## src/rtl/trig_phase_quadrant_gen.sv

```systemverilog
// Phase stage of the trig functional-link expansion: steps k = 1..NUM_HARM per sample and folds k*pi*x into a quarter-wave index plus swap/sign/zero flags.
// Optional build macro TRIG_PHASE_ROUND_EN selects round-to-nearest phase quantisation instead of truncation.
module trig_phase_quadrant_gen #(
  parameter int NUM_HARM = 4,
  parameter int IN_W     = 16
) (
  input  logic            clk,
  input  logic            rst,
  input  logic            in_valid,
  output logic            in_ready,
  input  logic [IN_W-1:0] x_in,
  output logic            out_valid,
  input  logic            out_ready,
  output logic [6:0]      out_idx,
  output logic            out_swap,
  output logic            out_sin_neg,
  output logic            out_cos_neg,
  output logic            out_sin_zero,
  output logic            out_cos_zero,
  output logic [3:0]      out_harm,
  output logic            out_last,
  output logic            dbg_state
);

  // Handshake: a transfer happens on a rising edge where valid and ready are both high;
  // valid never depends on ready and the beat fields hold steady until that transfer.

  localparam logic [0:0] S_IDLE = 1'b0;
  localparam logic [0:0] S_RUN  = 1'b1;
  localparam logic [3:0] LAST_K = 4'(NUM_HARM);

  logic [0:0]      state;
  logic [IN_W-1:0] x_reg;
  logic [IN_W-1:0] acc;
  logic [3:0]      k;

  always_ff @(posedge clk) begin
    if (rst) begin
      state <= S_IDLE;
      x_reg <= '0;
      acc   <= '0;
      k     <= '0;
    end else begin
      case (state)
        S_IDLE: begin
          if (in_valid) begin
            x_reg <= x_in;
            acc   <= x_in;
            k     <= 4'd1;
            state <= S_RUN;
          end
        end
        S_RUN: begin
          if (out_ready) begin
            if (k == LAST_K) begin
              state <= S_IDLE;
            end else begin
              // Accumulating x gives k*x mod 2^IN_W, i.e. k*pi*x mod 2*pi.
              acc <= acc + x_reg;
              k   <= k + 4'd1;
            end
          end
        end
        default: state <= S_IDLE;
      endcase
    end
  end

  logic       running;
  logic [7:0] ph8;
  logic [1:0] quad;
  logic [5:0] r;
  logic       swap;
  logic       sin_neg;
  logic       cos_neg;

  always_comb begin
    running = (state == S_RUN);
`ifdef TRIG_PHASE_ROUND_EN
    // Adding half an LSB of ph8 below the cut is the same as carrying in the next bit down.
    ph8 = acc[IN_W-1 -: 8] + {7'b0, acc[IN_W-9]};
`else
    ph8 = acc[IN_W-1 -: 8];
`endif
    quad    = ph8[7:6];
    r       = ph8[5:0];
    swap    = quad[0];
    sin_neg = quad[1];
    cos_neg = quad[1] ^ quad[0];
  end

  // Fields are forced to zero outside RUN so reset and idle present a clean bus.
  always_comb begin
    in_ready     = (state == S_IDLE) & ~rst;
    out_valid    = running;
    out_idx      = running ? {1'b0, r} : 7'd0;
    out_swap     = running & swap;
    out_sin_neg  = running & sin_neg;
    out_cos_neg  = running & cos_neg;
    out_sin_zero = running & (r == 6'd0) & ~swap;
    out_cos_zero = running & (r == 6'd0) & swap;
    out_harm     = running ? k : 4'd0;
    out_last     = running & (k == LAST_K);
    dbg_state    = state[0];
  end

endmodule

```

## config.mk

```make
export PLATFORM = sky130hd
export DESIGN_NAME = trig_phase_quadrant_gen
export DESIGN_NICKNAME = d
export VERILOG_FILES = /design/src/rtl/trig_phase_quadrant_gen.sv
export SDC_FILE = /design/constraint.sdc
export NUM_CORES = 1
export LEC_CHECK = 0
export ABC_AREA = 1
export BUFFER_PORTS_ARGS = -buffer_cell sky130_fd_sc_hd__buf_2
export CAP_MARGIN = 25
export CORE_MARGIN = 8
export CORE_UTILIZATION = 40
export CTS_BUF_LIST = sky130_fd_sc_hd__clkbuf_16
export CTS_CLUSTER_DIAMETER = 60
export DETAILED_ROUTE_END_ITERATION = 10
export PLACE_DENSITY = 0.59
export SLEW_MARGIN = 5
export SYNTH_ARGS = -nofsm -noshare
export SYNTH_HDL_FRONTEND = slang
export SYNTH_SLANG_ARGS = --single-unit
```

## constraint.sdc

```tcl
create_clock -name clk -period 2.1 [get_ports clk]
set_input_delay 0.42 -clock clk [delete_from_list [all_inputs] [get_ports clk]]
set_output_delay 0.42 -clock clk [all_outputs]
set_load 0.02 [all_outputs]
```

# Yosys cells after proc, flatten, opt, wreduce, memory -nomap -nowiden
# Cells that the tools add are included.
# word_totals
ff_bits	37
inputBits	20
# op_classes
add_sub_neg	2
n_eq_ne	4
mux	14
bitwise	12
reduce_logical	3
# op_table
operator	n
$mux W16	3
$pmux W16 S2	1
$add A16 B16 Y16	1
$mux W4	4
$and A1 B1 Y1	8
$pmux W4 S2	1
$logic_not A6 Y1	1
$mux W6	1
$ne A2 B2 Y1 const B	3
$add A4 B1 Y4 const B	1
$eq A4 B3 Y1 const B	1
$mux W1	3
$not A1 Y1	3
$reduce_and A3 Y1	1
$pmux W1 S2	1
$reduce_and A2 Y1	1
$xor A1 B1 Y1	1

# Longest topological paths before layout
# logic_depth
ltp_word	4
ltp_mapped	12
mapped_depth_nobuf	12

# Worst setup path after synthesis
# No wires, ideal clock.
# synth_path
path_type	register to output
start	register state (netlist: dbg_state)
end	output port out_cos_zero
t_arrival_ps	1448
required_ps	1680
path_slack_ps	232
path_stages_with_launch	7
n_path_buf	2
path_cell_list	dfxtp_1 > buf_4 > inv_1 > buf_2 > nor3_1 > nand2_1 > nor2_1
# synth_via
elab_chain_cells	2
# synth_lines
element	line_no	text
start, declared	32	logic [0:0] state;
start signal, assigned	39	state <= S_IDLE;
start signal, assigned	50	state <= S_RUN;
start signal, assigned	56	state <= S_IDLE;
$and A1 B1 Y1 (2 in series)	101	out_cos_zero = running & (r == 6'd0) & swap;
end, declared	19	output logic out_cos_zero,
# Every way passes these cells.

# Worst setup path in the final report
# Ends and elaborated chain as after synthesis.

==> impl_metrics.json <==
{
  "outcome": "finished clean",
  "whs_path_depth": 3,
  "vias": 2611,
  "yosys_warnings": 0,
  "cts_buffer_depth": 2,
  "crit_slowest_cell": "dfxtp_1",
  "intPower_w": 0.00138,
  "min_to": "x_reg[5]",
  "r2r-end": "acc[8]",
  "grt_remaining_overflow": 0,
  "async_flop_share_pct": 0,
  "worstPathCellList": "buf_4 > inv_1 > nor3_1 > nand2_1 > nor2_1 > buf_2",
  "critPathMaxStageDelay_ns": 0.35,
  "postCtsSetupRepairBufs": 0,
  "grt_first_pass_wirelength_um": 11800,
  "viasPerCell": 4.90,
  "clkLatencyLatePin_ns": 0.28,
  "rsz0062_at_grt": "false",
  "instances_no_fill": 533,
  "hp-class": "in -> reg",
  "ff2ff_setup_slack_ns": 0.31,
  "synthCells": 416,
  "synth.avg_cell_area_um2": 6.34,
  "routed_wl_um": 6840,
  "top_layer": "met4",
  "comb_power_share_pct": 24.9,
  "seq_area_frac_synth_pct": 28.1,
  "final-hold-violation-count": 0,
  "post_drt_wl_per_cell_um": 12.8,
  "tns_ns": 0,
  "grt_pass1_vias": 2564,
  "max_freq_ghz": 0.554,
  "cts_buffers": 5,
  "clk_pin_slew_ns": 0.06,
  "p_switching_w": 0.000657,
  "crit_path_max_fanout": 15,
  "netSwitchingFraction_pct": 32.2,
  "skew_ns": 0.00391,
  "diodes": 0,
  "die_area_um2": 9450,
  "root_buffer": "clkbuf_16",
  "drt_iter0_drc": 197,
  "dr_wl_met3_um": 182,
  "synth_nets": 454,
  "dp.cells": 525,
  "dr.pass1.iters": 4,
  "total_power_w": 0.00204,
  "port_buffers": 38,
  "place_congestion": 0.857,
  "power_density_nw_per_um2": 674,
  "fillers": 656,
  "cts_hold_buf": 0,
  "path_class": "reg -> out",
  "rr_startpoint": "x_reg[0]",
  "setup_viol": 0,
  "detail-route-antenna-nets": 0,
  "ys_ff_latch": 37,
  "die_w_um": 97.2,
  "cp-start-kind": "flop",
  "rows": 29,
  "synth-edff-count": 0,
  "worst-r2r-cell-count": 12,
  "ios": 40,
  "initial_core_util_pct": 41.5,
  "fin_crit_ns": 1.80,
  "cts_resized": 0,
  "grt_start_max_net_pins": 20,
  "post-route-period-util_pct": 85.9,
  "design.core.area_um2": 6350,
  "synthesis.area_um2": 2640,
  "cts_tree": "yes",
  "maxSlewHeadroom_pct": 62.3,
  "worstMarginPinSlew_ns": 0.564,
  "critPathCaptureType": "output pin",
  "met2_length_um": 3210,
  "syn_to_final_growth_pct": 14.7,
  "ir_worst_vdd_mv": 0.433,
  "post-dp-hpwl_um": 5180,
  "p_leak_nw": 1.72,
  "pwr-share-seq_pct": 39.5,
  "synth_cell_types": 36,
  "ctsHtreeMaxLevel": 2,
  "hold_start": "x_in[5]",
  "worstPathArrival_ns": 1.38,
  "nNetsFinal": 493,
  "die_h_um": 97.2,
  "pwr-share-clk_pct": 35.6,
  "synthFlopType": "dfxtp_1",
  "drive_gt1_share_pct": 16.2,
  "slew_violations": 0,
  "max_cap_violations": 0,
  "antenna_found_initial": 0,
  "drc_errors": 0,
  "grt_util_all_layers_pct": 14.8,
  "crit_required_ns": 1.68,
  "wl_met1_um": 3380,
  "clock_sinks": 37
}
## cells in the mapped netlist (2+ instances only)
library cell	n	area [µm²]
a211oi_1	2	15.0
a21oi_1	22	110
a21oi_2	8	70.1
a31oi_1	3	18.8
buf_2	4	20.0
buf_4	4	30.0
buf_6	2	22.5
clkbuf_1	4	15.0
dfxtp_1	37	741
ha_1	17	213
inv_1	63	236
inv_2	2	7.51
nand2_1	125	469
nand2_2	2	12.5
nand3_1	20	100
nand3b_1	3	22.5
nor2_1	49	184
nor3_1	5	25.0
o21ai_0	20	100
or2_1	2	12.5
xnor2_1	2	17.5
xor2_1	6	52.6
## layer usage
layer	GRT usage, %	vias up
li1	-	1370
met1	18.8	1195
met2	25.1	40
met3	2.63	6
met4	3.79	0
met5	0	-
## area by class of cell
class / count / area [µm²] / share of cell area, %
clock buffer: 5 / 125 / 4.14
clock inverter: 3 / 13.8 / 0.455
inverter: 65 / 244 / 8.06
multi-input combinational: 298 / 1540 / 50.9
sequential: 37 / 741 / 24.5
tap: 77 / 96.3 / 3.18
timing repair buffer: 48 / 265 / 8.77
## placed cells by master, fill, tap and decap left out, types with 2 or more instances in the layout
| cell type | n |
|---|---|
| nand3b_1 | 3 |
| nor2_1 | 49 |
| a21oi_1 | 22 |
| a31oi_1 | 3 |
| nand2_1 | 125 |
| buf_4 | 10 |
| dfxtp_1 | 37 |
| a21oi_2 | 8 |
| nor3_1 | 5 |
| inv_2 | 2 |
| a211oi_1 | 2 |
| o21ai_0 | 20 |
| nand2_2 | 2 |
| clkinv_2 | 2 |
| ha_1 | 17 |
| xor2_1 | 6 |
| xnor2_1 | 2 |
| clkbuf_16 | 5 |
| nand3_1 | 20 |
| inv_1 | 64 |
| or2_1 | 2 |
| buf_2 | 38 |
## per-stage QoR
stage | utilization, % | instance area, µm² | hold slack [ns] | setup WS [ns]
after floorplan | - | 2640 | 0.445 | 0.232
after global placement | 45.5 | 2890 | 0.461 | 0.322
after detailed placement | 45.5 | 2890 | 0.466 | 0.309
after CTS | 47.6 | 3030 | 0.375 | 0.283
after global routing | 47.6 | 3030 | 0.385 | 0.0930
final | 47.6 | 3030 | 0.377 | 0.296
## power groups by stage
stage               sequential (W)  clock [W]  combinational, W
finish                    0.000805   0.000726          0.000509
global route              0.000813   0.000771          0.000585
CTS                       0.000805   0.000745          0.000515
detailed placement        0.000819          0          0.000512
global placement          0.000819          0          0.000508
floorplan                 0.000812          0          0.000390
## worst max path at each step
stage	startpoint	to	cells after the start
3_5_place_dp	x_reg[0]	acc[8]	12
5_1_grt	x_reg[0]	acc[4]	9
4_1_cts	dbg_state	out_cos_zero	6
2_1_floorplan	dbg_state	out_cos_zero	6
6_report	dbg_state	out_cos_zero	6
3_3_place_gp	x_reg[0]	acc[8]	12
## worst max-delay path, delay by kind of cell, from the launching register on
kind	cells	cell delay, ns
buffers and inverters	3	0.44
DFF	1	0.35
and+or+nand+nor	3	0.31
## cell families (layout without fill, tap and decap cells)
family                   Yosys count  in the layout  share of synthesized area [%]
buffers and inverters             81            121                           13.5
flip-flops                        37             37                           28.1
AO/OA/AOI/OAI                     58             58                           13.0
other                              1              1                          0.142
adder cells (fa/ha/maj)           18             18                           8.82
XOR/XNOR                           8              8                           2.66
AND/OR/NAND/NOR                  213            213                           33.8
Power figures use the tool's default switching activity.
